File: src/rtl/sprite_datapath_pkg.sv
// ---------------------------------------------------------------------------
// sprite_datapath_pkg
//   Screen geometry, bus widths and named colours shared by the sprite
//   datapaths. Also holds the horizontal step function with wrap-around.
//   No ports (package).
// ---------------------------------------------------------------------------
package sprite_datapath_pkg;

   localparam int SCREEN_W    = 320;
   localparam int SCREEN_H    = 240;
   localparam int X_BITS      = 9;
   localparam int Y_BITS      = 8;
   localparam int COLOUR_BITS = 3;

   typedef logic [X_BITS-1:0]      x_t;
   typedef logic [Y_BITS-1:0]      y_t;
   typedef logic [COLOUR_BITS-1:0] colour_t;

   localparam colour_t BLACK   = 3'b000;
   localparam colour_t BLUE    = 3'b001;
   localparam colour_t GREEN   = 3'b010;
   localparam colour_t CYAN    = 3'b011;
   localparam colour_t RED     = 3'b100;
   localparam colour_t MAGENTA = 3'b101;
   localparam colour_t YELLOW  = 3'b110;
   localparam colour_t WHITE   = 3'b111;

   // The sequencer paints this over an object when erasing it.
   localparam colour_t BG_COLOUR = BLACK;

   // Step pos one move in direction dir (0 = right, 1 = left).
   // Right: the sum is formed in one extra bit so it cannot wrap silently;
   // anything beyond limit jumps back to column 0.
   // Left: a step that would go below 0 lands on limit.
   function automatic x_t step_x(input x_t pos, input logic dir,
                                 input int step, input int limit);
      logic [X_BITS:0] n;
      x_t              r;
      n = {1'b0, pos} + (X_BITS+1)'(step);
      if (!dir) begin
         r = (n > (X_BITS+1)'(limit)) ? '0 : n[X_BITS-1:0];
      end else begin
         r = (pos < x_t'(step)) ? x_t'(limit) : pos - x_t'(step);
      end
      return r;
   endfunction

endpackage

File: src/rtl/sprite_datapath_pixel_scan_counter.sv
// ---------------------------------------------------------------------------
// pixel_scan_counter
//   Raster scan of a WIDTH x HEIGHT rectangle, column fastest.
//   Ports:
//     clock  in   rising-edge clock
//     resetn in   asynchronous active-low reset
//     en     in   advance the scan; low clears it back to (0,0)
//     col    out  current column (registered, 6 bits)
//     row    out  current row    (registered, 6 bits)
//     last   out  (col,row) is the final pixel; not qualified by en
// ---------------------------------------------------------------------------
module pixel_scan_counter #(
   parameter int WIDTH  = 8,
   parameter int HEIGHT = 8
) (
   input  logic       clock,
   input  logic       resetn,
   input  logic       en,
   output logic [5:0] col,
   output logic [5:0] row,
   output logic       last
);

   logic [5:0] col_q, col_d;
   logic [5:0] row_q, row_d;
   logic       col_end, row_end;

   assign col_end = (col_q == 6'(WIDTH - 1));
   assign row_end = (row_q == 6'(HEIGHT - 1));

   always_comb begin
      col_d = col_q;
      row_d = row_q;
      if (!en) begin
         // Dropping en mid-pass restarts the next pass at (0,0).
         col_d = '0;
         row_d = '0;
      end else if (col_end) begin
         col_d = '0;
         row_d = row_end ? '0 : row_q + 6'd1;
      end else begin
         col_d = col_q + 6'd1;
      end
   end

   always_ff @(posedge clock or negedge resetn) begin
      if (!resetn) begin
         col_q <= '0;
         row_q <= '0;
      end else begin
         col_q <= col_d;
         row_q <= row_d;
      end
   end

   assign col  = col_q;
   assign row  = row_q;
   assign last = col_end & row_end;

endmodule

File: src/rtl/sprite_datapath.sv
// ---------------------------------------------------------------------------
// sprite_datapath
//   Per-object datapath (car or pedestrian). Holds the top-left position,
//   scans the sprite rectangle while en is high and steps the position
//   horizontally with screen wrap on a move strobe.
//   Ports:
//     clock    in   rising-edge clock
//     resetn   in   asynchronous active-low reset
//     en       in   scan enable, high for a whole draw/erase pass
//     can_move in   one-cycle move strobe, ignored while en is high
//     dir      in   0 = right (+x), 1 = left (-x)
//     x_final  out  pos_x + col
//     y_final  out  pos_y + row
//     colour   out  constant COLOUR
//     done     out  high while the final pixel is presented
//     pos_x    out  registered top-left x
//     pos_y    out  registered top-left y (fixed after reset)
//
//   Handshake: there is no backpressure. Every cycle with en high presents
//   exactly one pixel; the sequencer consumes it in that cycle and uses
//   done to know the pass is complete.
// ---------------------------------------------------------------------------
module sprite_datapath
   import sprite_datapath_pkg::*;
#(
   parameter int          WIDTH  = 8,
   parameter int          HEIGHT = 8,
   parameter int          X_INIT = 0,
   parameter int          Y_INIT = 100,
   parameter int          X_STEP = 4,
   parameter logic [2:0]  COLOUR = 3'b100
) (
   input  logic       clock,
   input  logic       resetn,
   input  logic       en,
   input  logic       can_move,
   input  logic       dir,
   output logic [8:0] x_final,
   output logic [7:0] y_final,
   output logic [2:0] colour,
   output logic       done,
   output logic [8:0] pos_x,
   output logic [7:0] pos_y
);

   localparam int X_LIMIT = SCREEN_W - WIDTH;

   logic [5:0] col, row;
   logic       last;
   x_t         pos_x_q, pos_x_d;
   y_t         pos_y_q;

   pixel_scan_counter #(
      .WIDTH  (WIDTH),
      .HEIGHT (HEIGHT)
   ) u_scan (
      .clock  (clock),
      .resetn (resetn),
      .en     (en),
      .col    (col),
      .row    (row),
      .last   (last)
   );

   // Position is frozen during a pass so every pixel of it uses one origin.
   always_comb begin
      pos_x_d = pos_x_q;
      if (can_move && !en) begin
         pos_x_d = step_x(pos_x_q, dir, X_STEP, X_LIMIT);
      end
   end

   always_ff @(posedge clock or negedge resetn) begin
      if (!resetn) begin
         pos_x_q <= x_t'(X_INIT);
         pos_y_q <= y_t'(Y_INIT);
      end else begin
         pos_x_q <= pos_x_d;
      end
   end

   assign x_final = pos_x_q + {3'b000, col};
   assign y_final = pos_y_q + {2'b00, row};
   assign colour  = COLOUR;
   assign done    = en & last;
   assign pos_x   = pos_x_q;
   assign pos_y   = pos_y_q;

endmodule

File: config.mk
export PLATFORM = sky130hd
export DESIGN_NAME = sprite_datapath
export DESIGN_NICKNAME = d
export VERILOG_FILES = /design/src/rtl/sprite_datapath_pkg.sv /design/src/rtl/sprite_datapath_pixel_scan_counter.sv /design/src/rtl/sprite_datapath.sv
export SDC_FILE = /design/constraint.sdc
export NUM_CORES = 1
export LEC_CHECK = 0
export ABC_AREA = 1
export BUFFER_PORTS_ARGS = -buffer_cell sky130_fd_sc_hd__buf_2
export CAP_MARGIN = 20
export CORE_ASPECT_RATIO = 0.5
export CORE_MARGIN = 2
export CORE_UTILIZATION = 48
export CTS_CLUSTER_SIZE = 14
export DETAILED_ROUTE_END_ITERATION = 7
export PLACE_DENSITY_LB_ADDON = 0.08
export SETUP_SLACK_MARGIN = 0.5
export SYNTH_ARGS = -nofsm -noshare
export SYNTH_HDL_FRONTEND = slang
export SYNTH_SLANG_ARGS = --single-unit
File: constraint.sdc
create_clock -name clock -period 1.55 [get_ports clock]
set_clock_uncertainty 0.05 [all_clocks]
set_input_delay 0.155 -clock clock [delete_from_list [all_inputs] [get_ports clock]]
set_output_delay 0.155 -clock clock [all_outputs]
set_load 0.01 [all_outputs]
; After elaboration in Yosys (flattened, before gate mapping)
; Cells that the tools add are included.
[word_totals]
regBits = 21
input_bits = 5
output_inout_bits = 38
elab_cells = 26
[op_classes]
add_sub_neg = 6
n_lt_le_gt_ge = 2
eq_ne = 3
mux = 8
bitwise_logic = 2
n_reduce_logical = 2
[ops]
columns = cell, count
row1 = 6-bit 2-to-1 mux, 5
row2 = 9-bit 2-to-1 mux, 3
row3 = 6-bit by 1-bit adder with 6-bit output (second input constant), 2
row4 = 6-bit by 3-bit == test with 1-bit output (second input constant), 2
row5 = 9-bit by 3-bit adder with 10-bit output (second input constant), 1
row6 = 10-bit by 9-bit > comparator with 1-bit output (second input constant), 1
row7 = 9-bit by 6-bit adder with 9-bit output, 1
row8 = 9-bit by 3-bit < comparator with 1-bit output (second input constant), 1
row9 = 9-bit by 3-bit subtractor with 9-bit output (second input constant), 1
row10 = 8-bit by 6-bit adder with 8-bit output, 1
row11 = 1-bit bitwise AND, 2
row12 = 2-bit by 1-bit inequality test with 1-bit output (second input constant), 1
row13 = 1-bit logical AND, 1
row14 = 1-bit logical NOT, 1

; Logic depth before layout (Yosys ltp)
; Gate-level depths: netlist (run 1).
[depth]
word_depth = 4
ltp_mapped = 12

; Hierarchy
; A second synthesis (run 1) with hierarchy kept.
[hier_totals]
cells_unflattened = 245
area_unflattened_um2 = 1756.7
[modules_own_cells]
columns = mod, n_inst, cells_per_inst, area_each_um2, seq_area_each_um2
row1 = sprite_datapath, 1, 156, 1083.5, 175.2
row2 = pixel_scan_counter, 1, 89, 673.1, 300.3

; Least setup slack after synthesis (run 1)
; No wires, ideal clock.
[synth_timing]
path_type = register to output
from = register pos_x_q[3], in the netlist pos_x[3]
to = output port x_final[8]
arrival_time_ps = 1523
required_ps = 1345
setup_slack_ps = -178
path_stages_with_launch = 7
path_buffers = 0
cell_sequence = dfrtp_1 > ha_1 > a21oi_1 > o21ai_0 > inv_1 > a21oi_1 > xor2_1
[synth_between]
elab_chain_cells = 1
[synth_rtl]
columns = element, line_no
row1 = start: declaration, sprite_datapath.sv:50  ; x_t pos_x_q, pos_x_d;
row2 = start signal: assignment, sprite_datapath.sv:75  ; pos_x_q <= x_t'(X_INIT);
row3 = start signal: assignment, sprite_datapath.sv:78  ; pos_x_q <= pos_x_d;
row4 = 9-bit by 6-bit adder with 9-bit output, sprite_datapath.sv:82  ; assign x_final = pos_x_q + {3'b000, col};
row5 = end: declaration, sprite_datapath.sv:38  ; output logic [8:0] x_final,
; Every way passes these cells.

; Final worst setup path (run 1)
[layout_timing]
from = register u_scan.col_q[5], in the netlist u_scan.col[5]
to = output port x_final[7]
[layout_between]
elab_chain_cells = 1
[layout_rtl]
columns = element, line_no
row1 = start: declaration, sprite_datapath_pixel_scan_counter.sv:24  ; logic [5:0] col_q, col_d;
row2 = start signal: assignment, sprite_datapath_pixel_scan_counter.sv:51  ; col_q <= col_d;
row3 = 9-bit by 6-bit adder with 9-bit output, sprite_datapath.sv:82
; Every way passes these cells.

==> results of run 1 <==
==> area by class of cell <==
class / count / area share [%]
inverters: 29 / 4.32
clock inverters: 1 / 0.279
multi-input cells: 168 / 47.6
well taps: 40 / 1.86
clock buffers: 3 / 1.53
repair buffers: 83 / 26.6
flip-flops and latches: 19 / 17.9
==> power breakdown <==
group	total (uW)	switching (uW)	internal, uW
clock	393	211	182
combinational	1910	1020	892
sequential	661	96.4	565
==> cells in the final DEF (no fill, tap or decap), types with 2 or more instances in the layout <==
cell / instances
nand2_1: 28
inv_4: 3
a21oi_1: 8
buf_6: 36
a21oi_2: 9
ha_4: 8
inv_2: 11
nand2_2: 9
inv_1: 15
nor3_2: 2
a21oi_4: 2
xnor2_1: 2
clkbuf_8: 3
nor2_4: 5
xor2_2: 4
o21ai_1: 3
ha_2: 2
nor2_1: 26
nand3_1: 5
nand2_4: 3
dfrtp_2: 5
dfrtp_1: 14
xor2_1: 5
nand3_2: 8
nand4_1: 4
nand3_4: 3
a31oi_1: 3
buf_2: 18
o21ai_2: 3
o21ai_0: 4
buf_4: 28
conb_1: 16
==> worst max-delay path by stage <==
stage                             to  slack (ns)  cells after the start
after floorplan           x_final[8]       -0.02                      6
after global placement    x_final[6]       -0.09                      7
after detailed placement  x_final[8]       -0.09                      7
after CTS                 x_final[8]       -0.36                      7
after global routing      x_final[8]       -0.50                      7
final                     x_final[7]       -0.43                      7
==> repair_timing <==
action	in CTS	in global routing
pin swaps	22	23
hold buffers	1	0
resized for setup	59	37
endpoints found under the setup margin	36	41
hold endpoints to repair	19	0
setup buffers	23	11
gates cloned	0	1
==> layer usage <==
metal | GRT usage (%) | wire (um) | vias to the layer above
met5 | 0 | 0 | -
met4 | 8.44 | 200 | 0
met3 | 5.62 | 480 | 19
met2 | 50.7 | 3140 | 115
met1 | 33.4 | 2790 | 926
li1 | - | - | 846
==> state kept, by name, summed over array words and instances, names as in the netlist <==
signal	cells
pos_x	7
u_scan.col	6
u_scan.row	6
==> Yosys cell counts <==
master and n:
nand2_1 37, nor2_1 30, inv_1 25, dfrtp_1 19
buf_4 18, a21oi_1 13, nand3_1 12, ha_1 10
o21ai_0 9, xor2_1 8, a21oi_2 6, inv_2 4
nand4_1 4, nor3_1 4, a31oi_1 3, buf_6 2
conb_1 2, nand2_2 2, nand3_2 2, nand3_4 2
nor2_4 2, xnor2_1 2, clkbuf_1 1, nand2_4 1
nand4_2 1, nor4_1 1, o21ai_1 1, o31ai_1 1
xor2_2 1
==> kinds of logic (layout without fill, tap and decap cells) <==
group / after synthesis / count (layout) / synth area share (%)
adders and majority gates: 10 / 10 / 7.57
and+or+nand+nor: 98 / 98 / 28.8
AOI/OAI and AO/OA: 33 / 33 / 11.7
other: 2 / 16 / 0.454
xor gates and xnor gates: 11 / 11 / 6.28
buffers and inverters: 50 / 116 / 16.4
DFF: 19 / 19 / 28.8
==> through the flow <==
stage / area, um2 / utilization (%) / instances / setup TNS [ns]
2_1_floorplan: 1810 / - / 237 / -0.0621
3_3_place_gp: 1980 / 63.2 / 303 / -0.324
3_5_place_dp: 1980 / 63.2 / 303 / -0.403
4_1_cts: 2470 / 78.7 / 331 / -2.78
5_1_grt: 2700 / 86.0 / 343 / -6.40
6_report: 2700 / 86.0 / 343 / -5.74
==> worst register-to-register path: cells and delay by family (launching register included) <==
kind          cells  cell delay (ns)
buf+inv           3             0.36
flops             1             0.43
simple gates      7             0.97
==> run_results.csv, run 1 <==
group,metric,value,unit
outcome,run_status,"finished, violations left",
outcome,violations,"setup timing",
cells_and_area,fin_nets,319,
cells_and_area,regArea,482,um2
synthesis,synth_cell_types,29,
placement,place_congestion,0.863,
floorplanning,dieArea,3960,um2
route,wl_per_cell,19.3,um
global_routing,grt_max_degree,20,
global_routing,grt_pass1_vias,1677,
route,postRouteAntennaNets,0,
hold_path,min_from,"en",
run,drv_cap,0,
floorplanning,fp.dieH,45.5,um
hold_path,holdPathEnd,"u_scan.row[4]",
sta,fmax,504,MHz
worst_setup_path,max_stage_delay,0.44,ns
worst_setup_path,critPathKind,"reg2out",
route,wl,6610,um
route,drt_first_iter_violations,125,
sta,hold_violations,0,
synthesis,synth-seq-area-share,28.8,%
worst_setup_path,r2r_slack,-0.39,ns
sta,tightest_slew,0.534,ns
worst_setup_path,critical_path_arrival,1.78,ns
clock_tree,cts_tree,"done",
sta,drv_slew,0,
floorplanning,start_util,52.7,%
placement,portBuffers,27,
worst_setup_path,worstSetupStartpoint,"u_scan.col[5]",
power_and_ir_drop,power_density,1100,nW/um2
synthesis,avgSynthCellArea,7.41,um2
global_routing,antenna_found_initial,0,
placement,hpwl,2970,um
sta,grt_setup_unrepaired,"yes",
floorplanning,ioPinCount,43,
worst_setup_path,r2r_cells,10,
clock_tree,cts-root-buf,"clkbuf_8",
worst_setup_path,start_kind,"register",
power_and_ir_drop,p_leak,0.00128,uW
sta,period_needed,1.98,ns
clock_tree,clk_pin_slew_worst_paths,0.08,ns
route,drt_pass1_iterations,4,
route,drc,0,
floorplanning,fp.coreArea,3140,um2
route,vias,1906,
cells_and_area,multi_input_area,1280,um2
synthesis,syn_inst,223,
worst_setup_path,worst_path_max_delay_cell,"dfrtp_1",
global_routing,grt_pass1_wl,8230,um
clock_tree,cts_buffers,3,
floorplanning,std_cell_rows,14,
cells_and_area,antenna-diode-count,0,
sta,finalSetupViolCount,20,
cells_and_area,syn2layout_area_growth,63.1,%
worst_setup_path,cp_num_buf_inv,2,
clock_tree,htreeDepth,1,
hold_path,hold_path.class,"in2reg",
clock_tree,clock-sinks,19,
worst_setup_path,worstPathCellList,"ha_4 > nand2_2 > o21ai_2 > inv_2 > nor2_1 > xor2_1 > buf_2",
worst_setup_path,worstPathMaxFanout,3,
sta,fin_crit_sh,128,%
sta,setup_slack,-0.434,ns
synthesis,yosysWarnings,8,
worst_setup_path,reg2reg_to,"pos_x[2]",
worst_setup_path,end_kind,"output port",
synthesis,yosys.area.top_type_share,28.8,%
global_routing,grt_usage,27.5,%
synthesis,ys_ff_latch,19,
placement,pre_cts_slack,-0.0918,ns
synthesis,yosysTopAreaCell,"dfrtp_1",
worst_setup_path,r2r_start,"pos_x[2]",
synthesis,synth_area,1650,um2
clock_tree,cts_buffer_depth,2,
cells_and_area,nFillCells,163,
power_and_ir_drop,p_total,2960,uW
sta,fin_hold_ws,0.188,ns
hold_path,whs_path_depth,3,
worst_setup_path,crit_family,"flip-flops",
worst_setup_path,crit_required,1.34,ns
synthesis,ys_top_cells_by_area,"dfrtp_1 29%, nand2_1 8.4%, buf_4 8.2%",
global_routing,grt_overflow,0,
route,via_per_inst,5.56,
clock_tree,clk_latency,0.27,ns
power_and_ir_drop,ir_worst_vdd,515,uV
floorplanning,dieWidth,87.0,um
cells_and_area,drive_gt1_share,55.4,%
sta,relSlewSlack,64.3,%
Note: power is estimated with default switching activity, not from simulation.
==> run 2, diff against run 1 <==
REMOVE_ABC_BUFFERS = 1   (was not set)
==> run_results.csv, run 2 (synthesis gave the netlist of run 1 again) <==
group,metric,value,unit
run,drv_cap,0,
clock_tree,cts_buffers,3,
global_routing,grt_usage,26.4,%
route,wl_per_cell,20.2,um
cells_and_area,syn2layout_area_growth,71.5,%
placement,post_dp_cell_area,1920,um2
worst_setup_path,worstSetupStartpoint,"u_scan.col[4]",
worst_setup_path,critPathKind,"reg2out",
cells_and_area,instances_no_fill,348,
sta,finalSetupViolCount,21,
route,wl,7020,um
clock_tree,htreeDepth,1,
cells_and_area,layout_commonest_cell,"buf_6",
worst_setup_path,r2r_slack,-0.35,ns
cells_and_area,nFillCells,116,
worst_setup_path,critical_path_arrival,1.74,ns
global_routing,antenna_found_initial,0,
outcome,run_status,"finished, violations left",
route,drt_pass1_iterations,4,
sta,hold_violations,0,
cells_and_area,drive_gt1_share,57.5,%
floorplanning,fp.coreArea,3140,um2
clock_tree,cts_tree,"done",
global_routing,grt_pass1_vias,1635,
hold_path,hold_path.class,"in2reg",
cells_and_area,layout_common_cells,"46 x buf_6, 26 x nand2_1, 25 x buf_4",
floorplanning,fp.dieH,45.5,um
power_and_ir_drop,p_int,1720,uW
power_and_ir_drop,seq_power_share,20.6,%
route,vias,1989,
sta,fmax,515,MHz
worst_setup_path,r2r_cells,13,
sta,period_needed,1.94,ns
floorplanning,dieWidth,87.0,um
worst_setup_path,worstPathMaxFanout,3,
sta,drv_slew,0,
placement,place_congestion,0.841,
route,drc,0,
clock_tree,clk_latency,0.29,ns
floorplanning,std_cell_rows,14,
power_and_ir_drop,power_density,1110,nW/um2
sta,grt_setup_unrepaired,"yes",
worst_setup_path,endpoint,"x_final[8]",
cells_and_area,largest_reg_flops,7,
power_and_ir_drop,p_leak,0.00136,uW
worst_setup_path,reg2reg_to,"pos_x[2]",
cells_and_area,final_area,2830,um2
worst_setup_path,crit_required,1.34,ns
placement,portBuffers,27,
floorplanning,ioPinCount,43,
placement,dp.cells,308,
floorplanning,start_util,52.7,%
worst_setup_path,end_kind,"output port",
worst_setup_path,start_kind,"register",
global_routing,grt_overflow,0,
worst_setup_path,r2r_start,"pos_x[2]",
cells_and_area,fin_nets,324,
outcome,violations,"setup timing",
power_and_ir_drop,p_sw,1440,uW
route,via_per_inst,5.72,
route,postRouteAntennaNets,0,
global_routing,grt_max_degree,20,
floorplanning,dieArea,3960,um2
sta,fin_crit_sh,125,%
clock_tree,clock-sinks,19,
cells_and_area,antenna-diode-count,0,
route,drt_first_iter_violations,151,
power_and_ir_drop,ir_worst_vdd,713,uV
placement,hpwl,2920,um
power_and_ir_drop,comb_power_share,66.3,%
clock_tree,clk_pin_slew_worst_paths,0.09,ns
clock_tree,cts_buffer_depth,2,
power_and_ir_drop,switching_share,45.5,%
clock_tree,cts-root-buf,"clkbuf_8",
power_and_ir_drop,power_frac_clock,13.1,%
sta,setup_slack,-0.390,ns
global_routing,grt_pass1_wl,7730,um
run 2: layout make-up:
class,count,area [um2],share of cell area (%)
clock buffers,3,41.3,1.46
clock inverters,1,7.51,0.265
multi-input cells,168,1330,46.8
well taps,40,50.0,1.77
repair buffers,88,796,28.1
flip-flops and latches,19,478,16.9
inverters,29,134,4.72
run 2: power by group through the flow:
stage / clock network, uW / registers (uW) / logic (uW)
6_report: 414 / 651 / 2090
5_1_grt: 424 / 654 / 2190
4_1_cts: 386 / 633 / 1630
3_5_place_dp: 0 / 634 / 1260
3_3_place_gp: 0 / 631 / 1230
2_1_floorplan: 0 / 729 / 656
run 2: per-stage QoR:
stage / setup TNS, ns / hold slack [ns] / total power [uW] / setup slack [ns] / utilization (%)
after global placement: -0.674 / 0.0724 / 1860 / -0.115 / 61.1
after CTS: -2.38 / 0.157 / 2650 / -0.301 / 78.2
final: -4.64 / 0.192 / 3160 / -0.390 / 90.4
after detailed placement: -0.818 / 0.0788 / 1890 / -0.111 / 61.1
after floorplan: -1.34 / -0.191 / 1380 / -0.248 / -
after global routing: -5.64 / 0.198 / 3270 / -0.448 / 90.4
run 2: worst max-delay path, stage by stage (launching register included):
cell	delay [ns]
dfrtp_1	0.45
ha_4	0.31
nand2_4	0.05
o21ai_2	0.15
inv_2	0.08
a21oi_2	0.15
xor2_1	0.13
buf_2	0.14
run 2: how the worst min path moves through the flow:
stage | start | end | slack, ns | cells after the start
floorplan | resetn | pos_x[2] | -0.19 | 0
global placement | resetn | pos_x[8] | 0.07 | 1
detailed placement | resetn | pos_x[6] | 0.08 | 1
CTS | en | u_scan.col[2] | 0.16 | 3
global route | en | u_scan.col[2] | 0.20 | 3
finish | en | u_scan.col[2] | 0.19 | 3
run 2: layer usage:
metal / part of all wire [%] / up-vias / global-route usage [%] / wire [um]
met5: 0 / - / 0 / 0
met4: 5.7 / 0 / 8.13 / 400
met3: 8.1 / 45 / 5.80 / 572
met2: 47 / 145 / 48.1 / 3310
met1: 39 / 939 / 32.0 / 2740
li1: - / 860 / - / -
run 2: timing repair:
action / in CTS / in global routing
setup buffers: 21 / 14
endpoints found under the hold margin: 19 / 0
endpoints found under the setup margin: 37 / 41
hold buffers: 1 / 0
pin swaps: 23 / 35
gates resized for setup: 76 / 69
